**src/rtl/postprocess_stream.sv**
```systemverilog
// rtl/postprocess_stream.sv - max-pool, NUM_OUT-channel FC, rescale/saturate, serial int8 result stream
// Optional argmax on out_class: define POSTPROCESS_ARGMAX_EN.
module postprocess_stream #(
  parameter int NUM_FEAT = 144,
  parameter int NUM_OUT  = 2,
  parameter int SHIFT    = 8,
  parameter int ACC_W    = 32,
  parameter int FEAT_W   = $clog2(NUM_FEAT),
  parameter int CH_W     = $clog2(NUM_OUT)
) (
  input  logic                    clk,
  input  logic                    rst_b,
  input  logic                    clear,
  input  logic                    relu_en,
  input  logic                    in_valid,
  output logic                    in_ready,
  input  logic signed [7:0]       in_d0,
  input  logic signed [7:0]       in_d1,
  input  logic signed [7:0]       in_d2,
  input  logic signed [7:0]       in_d3,
  input  logic                    w_we,
  input  logic [CH_W-1:0]         w_ch,
  input  logic [FEAT_W-1:0]       w_addr,
  input  logic signed [7:0]       w_data,
  input  logic                    b_we,
  input  logic [CH_W-1:0]         b_ch,
  input  logic signed [ACC_W-1:0] b_data,
  output logic                    out_valid,
  input  logic                    out_ready,
  output logic [CH_W-1:0]         out_ch,
  output logic signed [7:0]       out_data,
  output logic                    out_last,
  output logic [CH_W-1:0]         out_class
);

  localparam int CH_N   = 2 ** CH_W;
  localparam int FEAT_N = 2 ** FEAT_W;
  localparam logic signed [ACC_W-1:0] ROUND  = ACC_W'(1) << (SHIFT - 1);
  localparam logic signed [ACC_W-1:0] SAT_HI = 127;
  localparam logic signed [ACC_W-1:0] SAT_LO = -128;

  typedef enum logic [1:0] {ST_ACC, ST_SCALE, ST_OUT} state_t;

  state_t                  state, state_nxt;
  logic [FEAT_W-1:0]       feat_cnt;
  logic [CH_W-1:0]         ch_cnt;
  logic signed [ACC_W-1:0] acc     [NUM_OUT];
  logic signed [7:0]       res     [NUM_OUT];
  logic signed [7:0]       scaled  [NUM_OUT];
  logic signed [15:0]      prod    [NUM_OUT];
  logic signed [7:0]       w_mem   [CH_N][FEAT_N];
  logic signed [ACC_W-1:0] b_reg   [CH_N];
  logic signed [7:0]       win_max;
  logic                    last_feat;
  logic                    last_ch;

  function automatic logic signed [7:0] smax(input logic signed [7:0] a, input logic signed [7:0] b);
    return (a > b) ? a : b;
  endfunction

  // Round half up, saturate to int8, then optional ReLU.
  function automatic logic signed [7:0] rescale(input logic signed [ACC_W-1:0] a,
                                                input logic signed [ACC_W-1:0] b,
                                                input logic                    relu);
    logic signed [ACC_W-1:0] s;
    logic signed [ACC_W-1:0] y;
    logic signed [7:0]       r;
    s = a + b + ROUND;
    y = s >>> SHIFT;
    if (y > SAT_HI)      r = 8'h7f;
    else if (y < SAT_LO) r = 8'h80;
    else                 r = y[7:0];
    if (relu && r[7]) r = '0;
    return r;
  endfunction

  assign win_max   = smax(smax(in_d0, in_d1), smax(in_d2, in_d3));
  assign last_feat = (feat_cnt == FEAT_W'(NUM_FEAT - 1));
  assign last_ch   = (ch_cnt == CH_W'(NUM_OUT - 1));

  assign in_ready  = (state == ST_ACC);
  assign out_valid = (state == ST_OUT);
  assign out_ch    = ch_cnt;
  assign out_data  = out_valid ? res[ch_cnt] : 8'sd0;
  assign out_last  = out_valid & last_ch;

  always_comb begin
    for (int ch = 0; ch < NUM_OUT; ch++) begin
      prod[ch]   = win_max * w_mem[ch][feat_cnt];
      scaled[ch] = rescale(acc[ch], b_reg[ch], relu_en);
    end
  end

  // Weight RAM and bias registers keep their contents across reset and clear.
  always_ff @(posedge clk) begin
    if (w_we) w_mem[w_ch][w_addr] <= w_data;
    if (b_we) b_reg[b_ch] <= b_data;
  end

  always_ff @(posedge clk or negedge rst_b) begin
    if (!rst_b) state <= ST_ACC;
    else        state <= state_nxt;
  end

  always_comb begin
    state_nxt = state;
    case (state)
      ST_ACC:   if (in_valid && last_feat) state_nxt = ST_SCALE;
      ST_SCALE: state_nxt = ST_OUT;
      ST_OUT:   if (out_ready && last_ch) state_nxt = ST_ACC;
      default:  state_nxt = ST_ACC;
    endcase
    if (clear) state_nxt = ST_ACC;
  end

  always_ff @(posedge clk or negedge rst_b) begin
    if (!rst_b) begin
      feat_cnt <= '0;
      ch_cnt   <= '0;
      for (int ch = 0; ch < NUM_OUT; ch++) begin
        acc[ch] <= '0;
        res[ch] <= '0;
      end
    end else if (clear) begin
      feat_cnt <= '0;
      ch_cnt   <= '0;
      for (int ch = 0; ch < NUM_OUT; ch++) acc[ch] <= '0;
    end else begin
      case (state)
        ST_ACC: if (in_valid) begin
          for (int ch = 0; ch < NUM_OUT; ch++) acc[ch] <= acc[ch] + ACC_W'(prod[ch]);
          feat_cnt <= last_feat ? '0 : feat_cnt + 1'b1;
        end
        ST_SCALE: for (int ch = 0; ch < NUM_OUT; ch++) res[ch] <= scaled[ch];
        ST_OUT: if (out_ready) begin
          if (last_ch) begin
            ch_cnt <= '0;
            for (int ch = 0; ch < NUM_OUT; ch++) acc[ch] <= '0;
          end else begin
            ch_cnt <= ch_cnt + 1'b1;
          end
        end
        default: ;
      endcase
    end
  end

`ifdef POSTPROCESS_ARGMAX_EN
  logic [CH_W-1:0]   best_idx;
  logic signed [7:0] best_val;
  logic [CH_W-1:0]   class_q;

  // Strict compare keeps the lowest index on a tie.
  always_comb begin
    best_idx = '0;
    best_val = scaled[0];
    for (int ch = 1; ch < NUM_OUT; ch++) begin
      if (scaled[ch] > best_val) begin
        best_val = scaled[ch];
        best_idx = CH_W'(ch);
      end
    end
  end

  always_ff @(posedge clk or negedge rst_b) begin
    if (!rst_b)                 class_q <= '0;
    else if (clear)             class_q <= '0;
    else if (state == ST_SCALE) class_q <= best_idx;
  end

  assign out_class = class_q;
`else
  assign out_class = '0;
`endif

endmodule

```
**config.mk**
```make
export PLATFORM = sky130hd
export DESIGN_NAME = postprocess_stream
export DESIGN_NICKNAME = d
export VERILOG_FILES = /design/src/rtl/postprocess_stream.sv
export SDC_FILE = /design/constraint.sdc
export NUM_CORES = 2
export LEC_CHECK = 0
export BUFFER_PORTS_ARGS = -buffer_cell sky130_fd_sc_hd__buf_2
export CELL_PAD_IN_SITES_DETAIL_PLACEMENT = 1
export CELL_PAD_IN_SITES_GLOBAL_PLACEMENT = 1
export CORE_UTILIZATION = 55
export CTS_BUF_LIST = sky130_fd_sc_hd__clkbuf_8
export DETAILED_ROUTE_END_ITERATION = 8
export PLACE_DENSITY_LB_ADDON = 0.1
export RECOVER_POWER = 50
export REMOVE_ABC_BUFFERS = 1
export SYNTH_ARGS = -nofsm -noshare
export SYNTH_HDL_FRONTEND = slang
export SYNTH_MEMORY_MAX_BITS = 65536
export SYNTH_SLANG_ARGS = --single-unit
```
**constraint.sdc**
```tcl
create_clock -name clk -period 11.6 [get_ports clk]
set_input_delay 0 -clock clk [delete_from_list [all_inputs] [get_ports clk]]
set_output_delay 0 -clock clk [all_outputs]
set_load 0.02 [all_outputs]
```
==> flow_metrics.env <==
export IMPL_cts_made_buffers=679
export IMPL_synth_area_um2=178000
export IMPL_crit_top_cell="fa_1"
export IMPL_critPathMaxStageDelay_ps=930
export IMPL_tns_ps=0
export IMPL_viasPerCell=6.41
export IMPL_worst_path_buf_inv=3
export IMPL_r2r_slack_ps=900
export IMPL_drt_initial_drc_count=10200
export IMPL_wl_mm=479
export IMPL_initial_utilization=0.554
export IMPL_crit_path_end_kind="register"
export IMPL_fin_ws_ps=904
export IMPL_grt_pass1_vias=95100
export IMPL_area_growth_pct=11.2
export IMPL_portBuffers=101
export IMPL_p_sw_w=0.0162
export IMPL_synth_area_per_cell_um2=20.9
export IMPL_grt_start_max_net_pins=185
export IMPL_max_freq_mhz=93.5
export IMPL_post_dp_cell_area_um2=185000
export IMPL_slew_headroom=-3.39
export IMPL_required_ps=12650
export IMPL_die_h_um=571
export IMPL_core_area_um2=322000
export IMPL_largest_reg_flops=4096
export IMPL_synthTopCellsByArea="edfxtp_1 70%, mux4_2 17%, fa_1 3.1%, ha_1 2.0%, nor2_1 1.4%"
export IMPL_post_cts_buffers=0
export IMPL_synthTopCellsByCount="4,160 x edfxtp_1, 1,351 x mux4_2, 666 x nor2_1, 279 x ha_1, 274 x fa_1"
export IMPL_grt_pass1_wl_mm=688
export IMPL_worstSkewPairLatency_ps=1220
export IMPL_dp_slack_ps=800
export IMPL_synth_ff_type="edfxtp_1"
export IMPL_yosysTopAreaCell="edfxtp_1"
export IMPL_ys_types=81
export IMPL_die_w_um=571
export IMPL_wl_per_cell_um=34.1
export IMPL_root_buffer="clkbuf_8"
export IMPL_combPwrFrac=0.372
export IMPL_ff_latch_area_um2=127000
export IMPL_track_usage=0.297
export IMPL_violations="capacitance limit, slew limit"
export IMPL_rsz0062_at_grt="no"
export IMPL_peakVddDrop_uv=406
export IMPL_cpLargestDelayFamily="compound AO/OA/AOI/OAI gates"
export IMPL_critPathLaunch="feat_cnt[0]$_DFFE_PN0P_"
export IMPL_design_die_area_um2=326000
export IMPL_period_share=0.922
export IMPL_hp_class="primary input to register"
export IMPL_maxCapViolations=51
export IMPL_fill_cells=26800
export IMPL_num_nets_final=9855
export IMPL_drv_slew=3468
export IMPL_fin_skew_ps=88.7
export IMPL_r2r_start="feat_cnt[0]$_DFFE_PN0P_"
export IMPL_dp_hpwl_mm=297
export IMPL_clkPwrFrac=0.258
export IMPL_seqPwrFrac=0.370
export IMPL_clk_path_buf_depth=4
export IMPL_ant_nets=0
export IMPL_leakagePower_nw=63.6
export IMPL_power_w=0.0465
export IMPL_yosysMostFrequentCell="edfxtp_1"
export IMPL_rows=208
export IMPL_ios=103
export IMPL_syn_inst=8517
export IMPL_fin_crit_ps=10700
export IMPL_synth_edf_count=4160
export IMPL_cts_tree="built"
export IMPL_async_reset_ff_frac=0.0214
export IMPL_yosysTopAreaCellShare=0.701
export IMPL_drc=0
export IMPL_cp_data_arrival_time_ps=11750
export IMPL_startpoint_type="register"
export IMPL_p_int_w=0.0303
export IMPL_cp_max_fo=39
export IMPL_htreeDepth=6
export IMPL_final_hold_viol_count=0
export IMPL_p_per_area_nw_per_um2=235
export IMPL_yosysWarnings=0
export IMPL_ys_seq_elements=4251
export IMPL_crit_slowest_cell="dfrtp_4"
export IMPL_vias=90100
export IMPL_antenna_found_initial=43
export IMPL_multi_input_area_um2=48400
export IMPL_grt_overflow_total=0
export IMPL_dr_pass1_iters=7
export IMPL_clkSlewWorstSetupHoldPaths_ps=60
export IMPL_outcome="finished with violations"
export IMPL_drive_above_1_share=0.257
export IMPL_setup_violations=0
export IMPL_seq_area_frac_synth=0.714
export IMPL_post_route_cell_area_um2=198000
export IMPL_hp_start="b_data[13]"
export IMPL_cts_sinks=4251
export IMPL_critPathKind="register to register"
export IMPL_netSwitchingFraction=0.348
export IMPL_worstMarginPinSlew_ps=6590
export IMPL_gp_congestion=0.840
[metrics by stage]
| step | cells | hold slack (ps) | util |
|---|---|---|---|
| after CTS | 14000 | 3.91 | 0.617 |
| after global placement | 12700 | 54.4 | 0.575 |
| final | 14100 | 138 | 0.616 |
| after global routing | 14000 | 98.3 | 0.616 |
| after floorplan | 8094 | -296 | - |
| after detailed placement | 12700 | 59.3 | 0.575 |
[power groups by stage]
stage          clock [W]  combinational [W]  sequential, W
3_3_place_gp           0             0.0168         0.0175
4_1_cts           0.0122             0.0174         0.0172
2_1_floorplan          0             0.0141         0.0176
6_report          0.0120             0.0173         0.0172
5_1_grt           0.0127             0.0195         0.0172
3_5_place_dp           0             0.0172         0.0175
[logic make-up after synthesis]
family | count (synthesis) | share of synthesized area
buf+inv | 673 | 0.0152
flops | 4251 | 0.714
xor+xnor | 111 | 0.00546
compound gates | 387 | 0.0140
other cells | 1 | 0.0000210
mux | 1405 | 0.174
simple gates | 1134 | 0.0271
fa+ha+maj | 555 | 0.0505
[metal layers]
| layer | GRT usage | part of all wire |
|---|---|---|
| met5 | 0 | 0.00022 |
| met4 | 0.0887 | 0.030 |
| met3 | 0.0510 | 0.080 |
| met2 | 0.479 | 0.49 |
| met1 | 0.421 | 0.40 |
[worst paths after layout]
path                                            to  depth (start not counted)
max                            acc[30]$_DFFE_PN0P_                         26
min                         b_reg[0][13]$_DFFE_PP_                          3
max reg2reg                    acc[30]$_DFFE_PN0P_                         26
min reg2reg                     acc[7]$_DFFE_PN0P_                          2
max in group asynchronous  feat_cnt[5]$_DFFE_PN0P_                          5
min in group asynchronous      acc[22]$_DFFE_PN0P_                          5
[placed cells by master, fill, tap and decap left out, types with 15 or more instances in the layout]
cell type	instances
edfxtp_1	4160
mux4_2	1351
clkbuf_8	691
nor2_1	663
inv_1	462
ha_1	279
fa_1	274
nand2_1	220
clkinv_1	168
buf_4	124
dlygate4sd3_1	116
o21ai_0	107
a21oi_1	95
dfrtp_1	84
buf_2	75
clkbuf_1	73
clkinv_2	66
xnor2_1	64
buf_12	49
xor2_1	47
a21o_1	45
nand3_1	40
mux2i_1	37
nor3_1	31
nor2b_1	28
nand2b_1	28
nand4_1	24
and2_1	19
a31oi_1	19
diode_2	17
o21a_1	17
mux2_2	16
clkinvlp_4	16
inv_8	15
bufinv_16	15
[worst reg2reg max path, delay by kind of cell (launching register included)]
kind | cells | cell delay (ps)
compound gates | 10 | 3090
fa+ha+maj | 6 | 2700
mux | 4 | 2090
flops | 1 | 930
simple gates | 3 | 910
buf+inv | 3 | 840
[cell type report]
class                   instances  area share
clock buffers                 691      0.0480
diodes                         17    0.000215
clock inverters               518      0.0143
flip-flops and latches       4251       0.642
multi-input cells            3593       0.244
inverters                     250     0.00474
well taps                    4305      0.0272
repair buffers                437      0.0188
[timing repair]
| item | 4_1_cts | 5_1_grt |
|---|---|---|
| resized for setup | 0 | 0 |
| endpoints found under the setup margin | 0 | 0 |
| endpoints found under the hold margin | 3181 | 0 |
| hold buffers | 122 | 0 |
(Power assumes the default switching activity.)
